<file path="config.mk">
export PLATFORM = sky130hd
export DESIGN_NAME = mux8_rr_arbiter
export DESIGN_NICKNAME = d
export VERILOG_FILES = /design/src/rtl/mux8_rr_arbiter.sv
export SDC_FILE = /design/constraint.sdc
export NUM_CORES = 1
export LEC_CHECK = 0
export CAP_MARGIN = 15
export CORE_MARGIN = 2
export CORE_UTILIZATION = 34
export DETAILED_ROUTE_END_ITERATION = 6
export SYNTH_ARGS = -nofsm -noshare
export SYNTH_HDL_FRONTEND = slang
export SYNTH_SLANG_ARGS = --single-unit
</file>
<file path="constraint.sdc">
create_clock -name clk -period 6.3 [get_ports clk]
set_input_delay 0.63 -clock clk [delete_from_list [all_inputs] [get_ports clk]]
set_output_delay 0.63 -clock clk [all_outputs]
set_load 0.02 [all_outputs]
</file>
<file path="src/rtl/mux8_rr_arbiter.sv">
`default_nettype none
// ============================================================================
// Module   : mux8_rr_arbiter
// Purpose  : Round-robin arbiter that owns the select of a 32-bit 8:1 mux and
//            runs a valid/ready handshake toward one consumer, acking the
//            served requester. Optional macro MUX8_ARB_GRANT_CNT_EN adds a
//            16-bit handshake counter output (xfer_count).
// Revision : 1.0
// ============================================================================
module mux8_rr_arbiter #(
  parameter int unsigned TIMEOUT = 16
) (
  input  logic        clk,
  input  logic        reset,
  input  logic [7:0]  req,
  input  logic        out_ready,
  output logic [2:0]  sel,
  output logic [7:0]  grant,
  output logic        out_valid,
  output logic [7:0]  ack,
  output logic        timeout_err
`ifdef MUX8_ARB_GRANT_CNT_EN
  ,
  output logic [15:0] xfer_count
`endif
);

  typedef enum logic [0:0] {
    IDLE  = 1'b0,
    GRANT = 1'b1
  } state_t;

  localparam bit         C_TO_EN   = (TIMEOUT != 0);
  localparam logic [7:0] C_TO_LAST = (TIMEOUT == 0) ? 8'd0 : 8'(TIMEOUT - 1);

  state_t     state_q, state_d;
  logic [2:0] sel_q, sel_d;
  logic [7:0] grant_q, grant_d;
  logic       valid_q, valid_d;
  logic [7:0] ack_q, ack_d;
  logic       to_q, to_d;
  logic [2:0] last_q, last_d;
  logic [7:0] wcnt_q, wcnt_d;

  logic [3:0] pick_idle;
  logic [3:0] pick_rearb;
  logic       handshake;
  logic       expire;

  // Returns {found, index}; the search starts just after 'last' so that the
  // most recently served requester is visited last.
  function automatic logic [3:0] rr_pick(input logic [7:0] r, input logic [2:0] last);
    logic [3:0] res;
    logic [2:0] cand;
    res = 4'b0000;
    for (int i = 8; i >= 1; i--) begin
      cand = last + 3'(i);
      if (r[cand]) begin
        res = {1'b1, cand};
      end
    end
    return res;
  endfunction

  assign pick_idle  = rr_pick(req, last_q);
  assign pick_rearb = rr_pick(req, sel_q);
  assign handshake  = (state_q == GRANT) && out_ready;
  assign expire     = C_TO_EN && (state_q == GRANT) && !out_ready && (wcnt_q == C_TO_LAST);

  always_comb begin
    state_d = state_q;
    sel_d   = sel_q;
    grant_d = grant_q;
    valid_d = valid_q;
    ack_d   = 8'h00;
    to_d    = 1'b0;
    last_d  = last_q;
    wcnt_d  = wcnt_q;

    case (state_q)
      IDLE: begin
        if (pick_idle[3]) begin
          state_d = GRANT;
          sel_d   = pick_idle[2:0];
          grant_d = 8'b1 << pick_idle[2:0];
          valid_d = 1'b1;
          wcnt_d  = 8'd0;
        end
      end
      GRANT: begin
        if (handshake || expire) begin
          // Handshake takes precedence over an expiring grant.
          ack_d  = handshake ? grant_q : 8'h00;
          to_d   = !handshake;
          last_d = sel_q;
          if (pick_rearb[3]) begin
            sel_d   = pick_rearb[2:0];
            grant_d = 8'b1 << pick_rearb[2:0];
            valid_d = 1'b1;
            wcnt_d  = 8'd0;
          end else begin
            state_d = IDLE;
            grant_d = 8'h00;
            valid_d = 1'b0;
            wcnt_d  = 8'd0;
          end
        end else if (wcnt_q != 8'hFF) begin
          wcnt_d = wcnt_q + 8'd1;
        end
      end
      default: begin
        state_d = IDLE;
        grant_d = 8'h00;
        valid_d = 1'b0;
      end
    endcase
  end

  always_ff @(posedge clk or posedge reset) begin
    if (reset) begin
      state_q <= IDLE;
      sel_q   <= 3'd0;
      grant_q <= 8'h00;
      valid_q <= 1'b0;
      ack_q   <= 8'h00;
      to_q    <= 1'b0;
      last_q  <= 3'd7;
      wcnt_q  <= 8'd0;
    end else begin
      state_q <= state_d;
      sel_q   <= sel_d;
      grant_q <= grant_d;
      valid_q <= valid_d;
      ack_q   <= ack_d;
      to_q    <= to_d;
      last_q  <= last_d;
      wcnt_q  <= wcnt_d;
    end
  end

  assign sel         = sel_q;
  assign grant       = grant_q;
  assign out_valid   = valid_q;
  assign ack         = ack_q;
  assign timeout_err = to_q;

`ifdef MUX8_ARB_GRANT_CNT_EN
  logic [15:0] xcnt_q, xcnt_d;

  assign xcnt_d = handshake ? xcnt_q + 16'd1 : xcnt_q;

  always_ff @(posedge clk or posedge reset) begin
    if (reset) begin
      xcnt_q <= 16'd0;
    end else begin
      xcnt_q <= xcnt_d;
    end
  end

  assign xfer_count = xcnt_q;
`endif

endmodule
`default_nettype wire
</file>
* Word-level counts from Yosys, hierarchy flattened *
Cells that the tools add are included.

word-level totals
  register bits = 33

cells by class
  muxes and demuxes = 72
  equal/unequal tests = 6
  shift-type cells = 2
  $lt $le $gt $ge = 16
  reductions and logical operators = 10
  bitwise gates (word level) = 1
  $add $sub $neg = 15

operator list
  cell                   count
  $mux W8                9
  $lt A3 B4 Y1 const B   16
  $mux W4                16
  $bmux W1 S3            16
  $pmux W8 S2            2
  $add A3 B3 Y3 const B  8
  $mux W1                23
  $shl A1 B3 Y8 const A  2
  $add A3 B2 Y3 const B  4
  $mux W3                3
  $add A8 B1 Y8 const B  1
  $eq A8 B4 Y1 const B   1
  $ne A8 B8 Y1 const B   1
  $add A3 B1 Y3 const B  2
  $pmux W3 S2            1
  $reduce_and A2 Y1      3
  $ne A2 B1 Y1 const B   2
  $pmux W1 S2            2
  $logic_and A1 B1 Y1    3
  $ne A3 B1 Y1 const B   1
  $reduce_and A3 Y1      1
  $logic_not A1 Y1       2
  $ne A2 B2 Y1 const B   1
  $logic_or A1 B1 Y1     1
  $not A1 Y1             1

* Logic depth before layout (Yosys ltp) *
  depth in word-level cells = 14
  depth in mapped cells = 13

* Worst setup path after synthesis *
Ideal clock, no wire load.

  kind = flip-flop to flip-flop
  from = register last_q[0]
  to = register grant_q[5] (netlist: grant[5])
  buffers on the path = 3
  data arrival time = 3.601 ns
  slack = 2.633 ns
  period minus slack after synthesis = 3.667 ns
  stages on the path, launching flop included = 13
  cell sequence = dfstp_2 buf_6 clkbuf_1 inv_1 ha_1 buf_2 mux4_2 mux2i_4 o21ai_2 a311o_1 or3_1 o31ai_1 a31o_1

on the way
  longest elaborated chain between the ends = 13
  elaborated cells on any way between the ends = 36
  classes of those cells = add/sub (7); eq/ne (1); shift (1); mux (26); reduce/logical (1)

RTL lines
  item                                                             RTL line  RTL
  start: declaration                                               42        logic [2:0] last_q, last_d;
  start signal: assignment                                         136       last_q <= last_d;
  $add A3 B3 Y3 / $bmux W1 S3 (equally long branches)              57, 58
  $bmux W1 S3 / $mux W1 (equally long branches)                    58        if (r[cand]) begin
  $mux W1 (not written as such) / $mux W4 (equally long branches)  58
  $mux W4 (6 in a row)                                             58
  $mux W4 *                                                        58
  $shl A1 B3 Y8                                                    85        grant_d = 8'b1 << pick_idle[2:0];
  $mux W8                                                          82        if (pick_idle[3]) begin
  $pmux W8 S2                                                      80        case (state_q)
  end signal: assignment                                           132       grant_q <= grant_d;
  end: declaration                                                 38        logic [7:0] grant_q, grant_d;

Mark *: on every way between the ends. The rest lies on a longest branch, timed or not. The select of a mux whose other input is x is not followed.
A chain may end at the register's enable or synchronous reset.

* Final worst setup path *
  from = register sel_q[0] (netlist: sel[0])
  to = register grant_q[7] (netlist: grant[7])

on the way
  longest elaborated chain between the ends = 14
  elaborated cells on any way between the ends = 35
  classes of those cells = add/sub (7); shift (1); mux (27)

RTL lines
  item                                                             RTL line  RTL
  start: declaration                                               37        logic [2:0] sel_q, sel_d;
  start signal: assignment                                         131       sel_q <= sel_d;
  $add A3 B3 Y3 / $bmux W1 S3 (equally long branches)              57, 58
  $bmux W1 S3 / $mux W1 (equally long branches)                    58
  $mux W1 (not written as such) / $mux W4 (equally long branches)  58
  $mux W4 (6 in a row)                                             58
  $mux W4 *                                                        58
  $shl A1 B3 Y8                                                    98        grant_d = 8'b1 << pick_rearb[2:0];
  $mux W8 *                                                        96        if (pick_rearb[3]) begin
  $mux W8 *                                                        91        if (handshake || expire) begin
  $pmux W8 S2 *                                                    80

Marked as above.

==> run_results.csv <==
group,metric,value,unit
floorplan,die_width,101,um
timing,finalHoldViolCount,0,
yosys,yosys.cell_types.count,62,
placed_design,hpwl,5690,um
yosys,synth.top_cell.area_share,23.4,%
cts,cts_setup_buffers,0,
setup_path,cpPeakStageDelay,0.96,ns
setup_path,critPathSlowestCell,"dfrtp_1",
yosys,synth_compound_area_share,21.6,%
layout,seq_area,830,um^2
detailed_routing,vias,2877,
detailed_routing,drt-initial-drc-count,222,
setup_path,worst_setup_path_start_kind,"register",
timing,fin_skew,0.00297,ns
yosys,synthAdderAreaFrac,1.95,%
power,power,2.02,mW
hold_path,hp-class,"reg2reg",
yosys,synth_most_common_cell,"dfrtp_1",
grt,grt_pass1_wl,14100,um
setup_path,path_class,"reg2reg",
power,vdd_ir_drop_max,0.000217,V
floorplan,die_h,101,um
timing,whs,0.510,ns
yosys,yosysTopAreaCell,"dfrtp_1",
floorplan,std_cell_rows,35,
hold_path,worst_hold_path.num_cells,1,
cts,h-tree-depth,2,
grt,overflow,0,
power,power_density,551,nW/um^2
yosys,postSynthAreaPerCell,9.61,um^2
grt,track_usage,16.8,%
cts,cts_tree,"built",
floorplan,die_area,10200,um^2
floorplan,start_util,34.9,%
timing,tightest_slew,0.948,ns
timing,grt_setup_unrepaired,"no",
timing,setup_slack,2.04,ns
yosys,syn_inst,334,
flow_run,drv_cap,0,
timing,slew_viol_final,0,
floorplan,pin_count,32,
layout,fin_util,39.8,%
yosys,synth_mux_area_share,26.6,%
timing,setup_violations,0,
detailed_routing,wl_per_cell,17.7,um
run_status,status,"completed",
grt,grt_pass1_vias,2673,
layout,multiInputGateArea,2210,um^2
cts,ctsResizeCount,0,
detailed_routing,ant_nets,0,
yosys,synth-edff-count,0,
yosys,synthTopCellsByCount,"dfrtp_1 (30), mux4_2 (23), nand2_1 (23), clkbuf_1 (20), a21oi_1 (18)",
placed_design,post-place-ws,2.14,ns
timing,relSlewSlack,36.8,%
yosys,async_flop_share,100,%
yosys,ys_seq_area_share,25.8,%
layout,drive_above_1_share,16.5,%
detailed_routing,viasPerCell,6.30,
grt,antenna_found_initial,0,
yosys,yosys_warnings,0,
cts,ctsLongestPathBuffers,2,
detailed_routing,drc,0,
yosys,synth-xor-area-share,2.46,%
timing,setup_tns,0,ns
yosys,syn_area,3210,um^2
setup_path,critPathCaptureType,"register",
layout,nFillCells,912,
yosys,synth-seq-cells,33,
power,p_leak,1.44,nW
yosys,synth-simple-area-share,16.4,%
grt,grt_max_degree,34,
setup_path,worstSetupStartpoint,"sel[0]",
placed_design,gp_congestion,0.866,
yosys,synth-main-ff-cell,"dfrtp_1",
layout,diodes,0,
timing,period_share,67.6,%
yosys,synth_nets,350,
yosys,synthTopCellsByArea,"dfrtp_1 (23%), mux4_2 (16%), mux2i_1 (4.7%)",
placed_design,io_buffer_count,31,
cts,clock_latency,0.28,ns
setup_path,crit_arrival,4.43,ns
cts,cts.clk_slew.worst_paths,0.06,ns
layout,nets,361,
floorplan,core_area,9200,um^2
setup_path,crit_chain,"inv_1, ha_1, mux4_2, a221oi_1, o21ai_0, a2111oi_2, a2111oi_1, nor2_1, a31o_1",
timing,fin_crit,4.26,ns
setup_path,r2r-start,"sel[0]",
detailed_routing,drt_first_pass_iters,5,
cts,numCtsBuffers,5,
layout,area_growth,14.0,%
cts,ctsHoldBuffers,0,
timing,max_freq,235,MHz
cts,cts_root_buf,"clkbuf_8",
setup_path,cp_max_fo,21,
hold_path,hold_start,"out_valid",
setup_path,r2r_cells,9,
yosys,synth_top_family_by_area,"multiplexers",
cts,clock_sinks,33,
setup_path,cp.required,6.47,ns
detailed_routing,routed_wirelength,8100,um
[registers in the layout, summed over array words and instances, names as in the netlist]
signal	count
ack	8
grant	8
wcnt_q	8
last_q	3
sel	3
out_valid	1
state_q	1
timeout_err	1
[cells in the final DEF, fill, tap and decap left out, types with 4 or more instances in the layout]
cell | Yosys | layout
a211oi_1 | 5 | 5
a21oi_1 | 18 | 18
a221oi_1 | 4 | 4
a31o_1 | 4 | 4
and2_1 | 7 | 7
and3_1 | 16 | 16
clkbuf_8 | 0 | 6
clkdlybuf4s50_1 | 0 | 31
dfrtp_1 | 30 | 30
ha_1 | 5 | 5
inv_1 | 12 | 12
mux2_2 | 12 | 12
mux2i_1 | 15 | 15
mux4_2 | 23 | 23
nand2_1 | 23 | 23
nand3_1 | 8 | 8
nand4_1 | 6 | 6
nor2_1 | 13 | 13
nor3_1 | 6 | 6
o211ai_1 | 5 | 5
o21ai_0 | 16 | 16
o31ai_1 | 5 | 5
or3_1 | 4 | 4
xor2_1 | 6 | 6
[final timing paths]
path                                to  slack [ns]
setup / recovery              grant[7]        2.04
hold / removal               out_valid        0.51
setup reg to reg              grant[7]        2.04
hold reg to reg              out_valid        0.51
max in group asynchronous    last_q[1]        5.23
min in group asynchronous  timeout_err        0.73
[stage by stage]
step	cell area (um^2)	cells
after global routing	3660	457
after global placement	3540	449
after floorplan	3210	334
after CTS	3660	457
after detailed placement	3540	449
final	3660	457
[per-layer routing]
layer / vias up / track usage (%) / routed length (um)
li1: 1343 / - / -
met1: 1426 / 24.8 / 3720
met2: 103 / 26.5 / 3960
met3: 5 / 1.86 / 367
met4: 0 / 3.95 / 53
met5: - / 0 / 0
[cell families after synthesis]
| family | after synthesis |
|---|---|
| xor gates and xnor gates | 9 |
| muxes | 53 |
| AOI/OAI and AO/OA | 96 |
| adders and majority gates | 5 |
| buffers and inverters | 40 |
| and+or+nand+nor | 98 |
| DFF | 33 |
[worst max-delay path, delay by kind of cell (launching register included)]
kind / cells / cell delay [ns]
and+or+nand+nor: 1 / 0.28
AOI/OAI and AO/OA: 5 / 1.57
buffers and inverters: 1 / 0.28
adders and majority gates: 1 / 0.63
DFF: 1 / 0.96
muxes: 1 / 0.42
[report_power, final]
| part | internal (mW) | switching [mW] |
|---|---|---|
| clock | 0.129 | 0.0740 |
| combinational | 0.643 | 0.800 |
| sequential | 0.257 | 0.114 |
[area by class of cell]
type,instances,share of cell area [%]
Sequential cell,33,22.7
Inverter,12,1.23
Tap cell,111,3.79
Multi-Input combinational cell,261,60.4
Clock inverter,1,0.821
Clock buffer,7,2.36
Timing Repair Buffer,32,8.68
Power figures use the tool's default switching activity.
